File: config.mk
export PLATFORM = sky130hd
export DESIGN_NAME = median_select_ctrl
export DESIGN_NICKNAME = d
export VERILOG_FILES = /design/src/rtl/median_pkg.sv /design/src/rtl/median_select_ctrl_pivot_mid.sv /design/src/rtl/median_select_ctrl.sv
export SDC_FILE = /design/constraint.sdc
export NUM_CORES = 1
export LEC_CHECK = 0
export CORE_MARGIN = 3
export CORE_UTILIZATION = 50
export CTS_CLUSTER_DIAMETER = 200
export CTS_CLUSTER_SIZE = 8
export DETAILED_ROUTE_END_ITERATION = 7
export MAX_ROUTING_LAYER = met4
export PLACE_DENSITY = 0.83
export SLEW_MARGIN = 30
export SYNTH_ARGS = -nofsm -noshare
export SYNTH_HDL_FRONTEND = slang
export SYNTH_SLANG_ARGS = --single-unit
File: constraint.sdc
create_clock -name clk -period 4.3 [get_ports clk]
set_clock_uncertainty 0.05 [all_clocks]
set_input_delay 0.43 -clock clk [delete_from_list [all_inputs] [get_ports clk]]
set_output_delay 0.43 -clock clk [all_outputs]
set_load 0.01 [all_outputs]
File: src/rtl/median_pkg.sv
// Shared types and constants for the median quickselect sequencer.
package median_pkg;

  typedef enum logic [2:0] {
    ST_IDLE,
    ST_REQ,
    ST_FILL,
    ST_DECIDE,
    ST_DONE
  } state_t;

  localparam logic [1:0] SEL_WIN  = 2'b00;
  localparam logic [1:0] SEL_LOW  = 2'b01;
  localparam logic [1:0] SEL_LARG = 2'b10;

  localparam logic [7:0] PIVOT_INIT = 8'd128;

endpackage

File: src/rtl/median_select_ctrl_pivot_mid.sv
// Ceiling midpoint of two 8-bit pixel values: (lo + hi + 1) >> 1 via a 9-bit sum.
module pivot_mid (
  input  logic [7:0] lo,
  input  logic [7:0] hi,
  output logic [7:0] mid
);

  // Rounding up keeps the pivot strictly above the minimum, so a
  // two-valued partition always splits.
  function automatic logic [7:0] ceil_mid(input logic [7:0] a, input logic [7:0] b);
    logic [8:0] sum;
    sum = {1'b0, a} + {1'b0, b} + 9'd1;
    return sum[8:1];
  endfunction

  assign mid = ceil_mid(lo, hi);

endmodule

File: src/rtl/median_select_ctrl.sv
// Quickselect sequencer: drives the partitioner pass by pass and narrows the
// target rank until it lands in the equal partition or a single-valued one.
module median_select_ctrl
  import median_pkg::*;
#(
  parameter int BUFF_SIZE     = 32,
  parameter int BUFF_SIZE_BIT = $clog2(BUFF_SIZE) + 1,
  parameter int MAX_PASSES    = 10
) (
  input  logic                     clk,
  input  logic                     rst_n,
  input  logic                     start,
  input  logic [BUFF_SIZE_BIT-1:0] win_size,
  input  logic [BUFF_SIZE_BIT-1:0] med_pos,
  output logic [7:0]               pivot,
  output logic [BUFF_SIZE_BIT-1:0] buff_size,
  output logic                     send_req,
  output logic [1:0]               sel,
  input  logic                     fill_done,
  input  logic [BUFF_SIZE_BIT-1:0] lower_size,
  input  logic [BUFF_SIZE_BIT-1:0] equal_size,
  input  logic [BUFF_SIZE_BIT-1:0] larger_size,
  input  logic [7:0]               min_lower,
  input  logic [7:0]               max_lower,
  input  logic [7:0]               min_larger,
  input  logic [7:0]               max_larger,
  output logic                     busy,
  output logic [7:0]               median,
  output logic                     median_valid,
  output logic [3:0]               passes,
  output logic                     err
);

  localparam logic [3:0] PASS_LIMIT = 4'(MAX_PASSES);

  state_t                   state_q, state_d;
  logic [BUFF_SIZE_BIT-1:0] k_q, k_d;
  logic [7:0]               pivot_d;
  logic [BUFF_SIZE_BIT-1:0] buff_size_d;
  logic [1:0]               sel_d;
  logic                     send_req_d;
  logic                     busy_d;
  logic [7:0]               median_d;
  logic                     median_valid_d;
  logic [3:0]               passes_d;
  logic                     err_d;

  logic [7:0]               mid_lower, mid_larger;
  logic [BUFF_SIZE_BIT:0]   le_sum;
  logic                     pass_limit;

  pivot_mid u_mid_lower (
    .lo  (min_lower),
    .hi  (max_lower),
    .mid (mid_lower)
  );

  pivot_mid u_mid_larger (
    .lo  (min_larger),
    .hi  (max_larger),
    .mid (mid_larger)
  );

  // One extra bit so L+E never wraps at a full window.
  assign le_sum     = {1'b0, lower_size} + {1'b0, equal_size};
  assign pass_limit = (passes >= PASS_LIMIT);

  always_comb begin
    state_d        = state_q;
    k_d            = k_q;
    pivot_d        = pivot;
    buff_size_d    = buff_size;
    sel_d          = sel;
    send_req_d     = 1'b0;
    busy_d         = busy;
    median_d       = median;
    median_valid_d = 1'b0;
    passes_d       = passes;
    err_d          = err;

    case (state_q)
      ST_IDLE: begin
        busy_d = 1'b0;
        if (start) begin
          k_d         = med_pos;
          buff_size_d = win_size;
          pivot_d     = PIVOT_INIT;
          sel_d       = SEL_WIN;
          passes_d    = '0;
          err_d       = 1'b0;
          send_req_d  = 1'b1;
          busy_d      = 1'b1;
          state_d     = ST_REQ;
        end
      end

      ST_REQ: begin
        passes_d = passes + 4'd1;
        state_d  = ST_FILL;
      end

      ST_FILL: begin
        if (fill_done) state_d = ST_DECIDE;
      end

      ST_DECIDE: begin
        if (k_q < lower_size) begin
          if (min_lower == max_lower) begin
            median_d       = min_lower;
            median_valid_d = 1'b1;
            state_d        = ST_DONE;
          end else if (pass_limit) begin
            err_d          = 1'b1;
            median_d       = pivot;
            median_valid_d = 1'b1;
            state_d        = ST_DONE;
          end else begin
            buff_size_d = lower_size;
            sel_d       = SEL_LOW;
            pivot_d     = mid_lower;
            send_req_d  = 1'b1;
            state_d     = ST_REQ;
          end
        end else if ({1'b0, k_q} < le_sum) begin
          median_d       = pivot;
          median_valid_d = 1'b1;
          state_d        = ST_DONE;
        end else begin
          // Rank is re-based into the larger partition.
          k_d = k_q - lower_size - equal_size;
          if (min_larger == max_larger) begin
            median_d       = min_larger;
            median_valid_d = 1'b1;
            state_d        = ST_DONE;
          end else if (pass_limit) begin
            err_d          = 1'b1;
            median_d       = pivot;
            median_valid_d = 1'b1;
            state_d        = ST_DONE;
          end else begin
            buff_size_d = larger_size;
            sel_d       = SEL_LARG;
            pivot_d     = mid_larger;
            send_req_d  = 1'b1;
            state_d     = ST_REQ;
          end
        end
      end

      ST_DONE: begin
        busy_d  = 1'b0;
        state_d = ST_IDLE;
      end

      default: begin
        busy_d  = 1'b0;
        state_d = ST_IDLE;
      end
    endcase
  end

  always_ff @(posedge clk or negedge rst_n) begin
    if (!rst_n) begin
      state_q      <= ST_IDLE;
      k_q          <= '0;
      pivot        <= PIVOT_INIT;
      buff_size    <= '0;
      sel          <= SEL_WIN;
      send_req     <= 1'b0;
      busy         <= 1'b0;
      median       <= '0;
      median_valid <= 1'b0;
      passes       <= '0;
      err          <= 1'b0;
    end else begin
      state_q      <= state_d;
      k_q          <= k_d;
      pivot        <= pivot_d;
      buff_size    <= buff_size_d;
      sel          <= sel_d;
      send_req     <= send_req_d;
      busy         <= busy_d;
      median       <= median_d;
      median_valid <= median_valid_d;
      passes       <= passes_d;
      err          <= err_d;
    end
  end

endmodule

Word-level counts from Yosys, hierarchy flattened
Cells that the tools add are included.

Input port bits: 66. Logic and storage cells: 109. Bits in registers: 41.

Order comparisons: 3. Equal/unequal tests: 14. Mux-type cells: 64. Reductions and logical operators: 9. Add/subtract/negate cells: 8.

Operators by type and width (number): $mux 8 (12); $mux 6 (10); $pmux 6 s2 (2); $mux 3 (7); $add 8x8->9 (2); $add 9x1->9 const B (2); $mux 1 (18); $eq 8x8->1 (2); $pmux 8 s2 (1); $ne 3x3->1 const B (5); $mux 2 (7); $pmux 3 s4 (1); $sub 6x6->6 (2); $ne 2x2->1 const B (4); $pmux 4 s2 (1); $add 6x6->7 (1); $lt 6x7->1 (1); $reduce_and 7->1 (1); $eq 3x2->1 const B (2); $lt 6x6->1 (1); $pmux 1 s2 (3); $reduce_and 5->1 (1); $add 4x1->4 const B (1); $ge 4x4->1 const B (1); 8 further kinds (10).

Longest topological paths before layout
Depth after elaboration: 7. Mapped depth: 14. Gate-level depth less buffers: 13.

Cells and area by module
A second synthesis with hierarchy kept.

Cells, all modules: 420. Area, all modules: 4107.7 µm².

Modules (own cells, without submodules): median_select_ctrl (instances 1, area an instance 3469.6 µm², cells each 337, seq. area each 1027.2 µm²); pivot_mid (u_mid_larger) (instances 1, area an instance 322.8 µm², cells each 42, seq. area each 0.0 µm²); pivot_mid (u_mid_lower) (instances 1, area an instance 315.3 µm², cells each 41, seq. area each 0.0 µm²).

Least setup slack after synthesis
OpenSTA, ideal clock, no wires.

Path type: in2reg. Start point: input lower_size[0]. End point: register buff_size[4]. Setup slack: 1.029 ns. Required time: 4.125 ns. Setup time: 0.125 ns. Path buffers: 1. Stages: 13. Arrival time: 3.095 ns. Path through: ha_1 -> fa_1 -> a21o_2 -> a21oi_1 -> xor2_1 -> ha_1 -> nand3_1 -> a21o_2 -> a221oi_4 -> nand4_4 -> nand3_4 -> buf_12 -> mux2_4.

Cells in the longest elaborated chain, start to end: 4. Elaborated cells on any way between the ends: 11. Those cells by class: add/sub: 1; order compare: 2; eq/ne: 5; mux: 2; reduce/logical: 1.

RTL lines: from (decl) (line median_select_ctrl.sv:20) `input logic [BUFF_SIZE_BIT-1:0] lower_size,`; $add 6x6->7 (line median_select_ctrl.sv:65) `assign le_sum = {1'b0, lower_size} + {1'b0, equal_size};`; $lt 6x7->1 (line median_select_ctrl.sv:124) `end else if ({1'b0, k_q} < le_sum) begin`; $ne 3x3->1 (no source line); $reduce_and 7->1 (no source line); to (signal assigned) (line median_select_ctrl.sv:179) `buff_size <= buff_size_d;`; to (decl) (line median_select_ctrl.sv:16) `output logic [BUFF_SIZE_BIT-1:0] buff_size,`.

Several ways; a longest one is shown, not always the timed one. A chain may end at the register's enable or synchronous reset.

Final worst setup path
Start point: input lower_size[0]. End point: register k_q[5].

Cells in the longest elaborated chain, start to end: 5. Elaborated cells on any way between the ends: 11. Those cells by class: add/sub: 3; order compare: 2; eq/ne: 2; mux: 3; reduce/logical: 1.

RTL lines: $sub 6x6->6 (2 in a row) (line median_select_ctrl.sv:130) `k_d = k_q - lower_size - equal_size;`; $mux 6 (line median_select_ctrl.sv:124); $mux 6 (line median_select_ctrl.sv:107) `if (k_q < lower_size) begin`; $pmux 6 s2 (line median_select_ctrl.sv:81) `case (state_q)`; to (signal assigned) (line median_select_ctrl.sv:177) `k_q <= k_d;`; to (decl) (line median_select_ctrl.sv:37) `logic [BUFF_SIZE_BIT-1:0] k_q, k_d;`.

Several ways; a longest one is shown, not always the timed one. The select of a mux whose other input is x is not followed.

==> results summary <==
The data required time at the worst endpoint is between 4000 and 5000 ps. The synthesized design devotes to its leading area cell type between 20 and 30% of total area. The root buffer cell chosen for the clock tree is clkbuf_8. The largest driver fanout on the critical path came out at 11. The remaining number of nets flagged by the antenna check after routing is 0. The count of buffers added by post-CTS timing repair for setup came out at 0. Relative to the synthesized area, the layout overhead comes to 29.42%. The average footprint of a synthesized cell is 8.954 um^2. Setup repair after global routing left no endpoint under its margin. In the final layout, the share of cells above drive strength 1 is around a tenth. The worst setup path is of the in -> reg kind. Setup violations remaining at the end of the flow were counted as 0. The peak supply drop is 0.2610 mV. The count of warnings emitted by yosys is 0.

The die outline height came out at ~94 um. Counting the fill cells in the layout gives 603. The number of nets produced by synthesis is 556.

The initial utilization of the core area, before any placement, comes to 52.69%. The sequential fraction of the synthesis area is 26.31%. The largest net degree at the start of global routing is 42. After detailed placement, the design holds a cell count of 624.

The width of the die came out at ~94 um. The number of placed I/O pins is 98. The die outline area is 8904 um^2.

After synthesis, the cell types taking the most area are dfrtp_1, ha_1, a21oi_1. The area taken by multi-input logic gates is 2634 um^2. Adding up every negative setup slack in the final design gives 0 ps. The classification of the worst-slack hold path is in -> async.

0 antenna diodes ended up in the layout. The number of global-route vias before repair came out at 3660. Counting every instance in the synthesized netlist gives 436. The signal on the critical path passes through clkdlybuf4s50_1, ha_1, fa_1, a21o_2, a21oi_1, xor2_1, ha_1, a21o_1, a21oi_1, a221oi_4, a31oi_1, mux2_2.

The placeable core region came out at 7408 um^2. The endpoint arrival time on the critical path came out at 4050 ps. The analysis attributes to cell leakage a power of roughly 0.0023 uW.

The number of antenna violations at the first check in global routing is 0. After detailed routing, the number of remaining DRC violations is 0. The initial DRC count is 190. Excluding fillers, the count of instances in the completed layout stands at 632. TritonCTS built the clock tree. TritonCTS created 5 clock buffers. The prevailing post-synth register cell is dfrtp_1. The total congestion overflow is 0. The transition time of the tightest slew-check pin is 862.3 ps. Max-cap violations in this run came to 0. The first-pass GRT wire length is 17.24 mm. STA classifies the critical path endpoint as a flip-flop. Dividing the final minimum period by the clock period gives 91.02%. The max-slew violation count came out at 0. The HPWL after detailed placement came out at approximately 8.3 mm. The length of the first detailed-routing pass in iterations came out at 4.

The worst setup path is launched from a primary input. The worst path setup slack after routing is 386.1 ps. In the final layout, flip-flops and latches occupy 1027 um^2.

The netlist uses 59 different library cells. The number of nets in the layout came out at roughly 650. The post-synthesis cell type with the largest combined area is dfrtp_1. The timing-limited maximum frequency came out at between 0.2 and 0.3 GHz. The total routing resource utilization after global routing came out at 25.17%. In this run the number of H-tree levels came out at 2. Of all flip-flops after synthesis, the portion carrying an async set or reset was 100.0%. The clock transition time at the flip-flop clock pins of the worst setup and hold paths came out at 80 ps. The average detailed-routed wire length per instance came out at 16.98 um. The routability congestion estimate from global placement is slightly below 1. The number of buffers added to fix hold violations after cts is 0. The via count normalized by instance count came out at 5.741.

The run finished with clean final reports. The total number of vias came out at between 3000 and 4000. After clock tree synthesis, the repair step resized 0 gates. The clock latency at the later pin of the worst-skew pair came out at 290 ps. The minimum clock period is 3914 ps. The slowest stage of the critical path belongs to the cell a31oi_1. The power after layout is 2712 uW. The cell row count came out at 31. The top cell types in the final layout, fill and taps aside, are clkdlybuf4s50_1, a21oi_1, ha_1. In this run, synthesis produced a sequential element count of between 40 and 50. Clock tree synthesis found a total of 41 sinks.

For this run, the slowest stage of the critical path takes roughly 650 ps. Leaving out fill and tap cells, the most frequent cell in the layout is clkdlybuf4s50_1. The worst max-slew margin expressed relative to the limit came out at 42.25%. The number of hold violations in the final report came out at 0.

The longest clock path from root to sink contains 2 buffers. The area of the mapped netlist is 3904 um^2. The setup check on the worst reg-to-reg path leaves a slack of 1700 ps. At the placement stage, the worst setup path has a slack of about 130 ps. The power density over cell area is 536.8 nW/um^2. The synthesized design contains 0 enable-type register cells. The routed wire length came out at roughly 11 mm. In this run the tool buffered the top-level ports with 97 buffer cells.
## per-stage QoR
stage                     cell area (um^2)  hold WS [ps]  util (%)
after floorplan                       3904         84.41         -
after global placement                4938         435.7     66.66
after detailed placement              4938         445.5     66.66
after CTS                             5050         240.0     68.16
after global routing                  5052         96.30     68.20
final                                 5052         48.09     68.20
## layer usage
layer	up-vias	GRT usage [%]	part of all wire, %	wire length (um)
met5	-	-	0	0
met4	0	6.859	1.7	180
met3	16	2.470	5.3	564
met2	126	43.50	50	5330
met1	1745	31.56	43	4654
li1	1741	-	-	-
## critical path: cells and delay by family
| family | cells | cell delay [ps] |
|---|---|---|
| xor gates and xnor gates | 1 | 200 |
| muxes | 1 | 420 |
| buffers and inverters | 1 | 480 |
| AOI/OAI and AO/OA | 6 | 1550 |
| adders and majority gates | 3 | 970 |
## registers in the layout, summed over array words and instances, names as in the netlist
name	count
median_valid	1
passes	4
median	8
state_q	3
sel	2
err	1
pivot	8
k_q	6
busy	1
send_req	1
buff_size	6
## worst paths after layout
path | depth (start not counted) | from | end
max reg2reg | 6 | k_q[5] | k_q[5]
min reg2reg | 2 | err | err
min | 1 | rst_n | passes[0]
max | 12 | lower_size[0] | k_q[5]
max in group asynchronous | 1 | rst_n | pivot[7]
min in group clk | 2 | err | err
## synthesized netlist by cell type, types with 6 or more instances
| library cell | count |
|---|---|
| xor2_1 | 7 |
| a21oi_1 | 50 |
| nor2_1 | 43 |
| o21ai_0 | 30 |
| mux2_4 | 6 |
| xnor2_1 | 11 |
| ha_1 | 46 |
| mux2i_1 | 19 |
| mux2_2 | 8 |
| inv_1 | 34 |
| a21o_1 | 7 |
| nand2b_1 | 8 |
| dfrtp_1 | 40 |
| nand3_1 | 8 |
| nand2_1 | 27 |
| fa_1 | 8 |
| a2111oi_0 | 8 |
| clkbuf_1 | 6 |
| a31oi_1 | 7 |
## where the power goes
group	internal (uW)	switching [uW]	total, uW
Clock	174	140	315
Sequential	544	169	713
Combinational	818	866	1680
Total	1540	1180	2710
## kinds of logic (layout without fill, tap and decap cells)
| family | count (synthesis) | in the layout | synth area share (%) |
|---|---|---|---|
| fa+ha+maj | 54 | 54 | 18.85 |
| mux | 33 | 33 | 9.487 |
| buf+inv | 50 | 147 | 6.346 |
| simple gates | 111 | 111 | 13.91 |
| flops | 41 | 41 | 26.31 |
| xor+xnor | 18 | 18 | 4.038 |
| compound gates | 129 | 129 | 21.06 |
## layout make-up
| class | count | area share, % |
|---|---|---|
| clock buffer | 6 | 1.436 |
| clock inverter | 2 | 0.7677 |
| inverter | 34 | 2.526 |
| multi-input combinational | 345 | 52.13 |
| sequential | 41 | 20.33 |
| tap | 99 | 2.452 |
| timing repair buffer | 105 | 20.36 |
No activity file was read; power rests on OpenSTA's default activity.
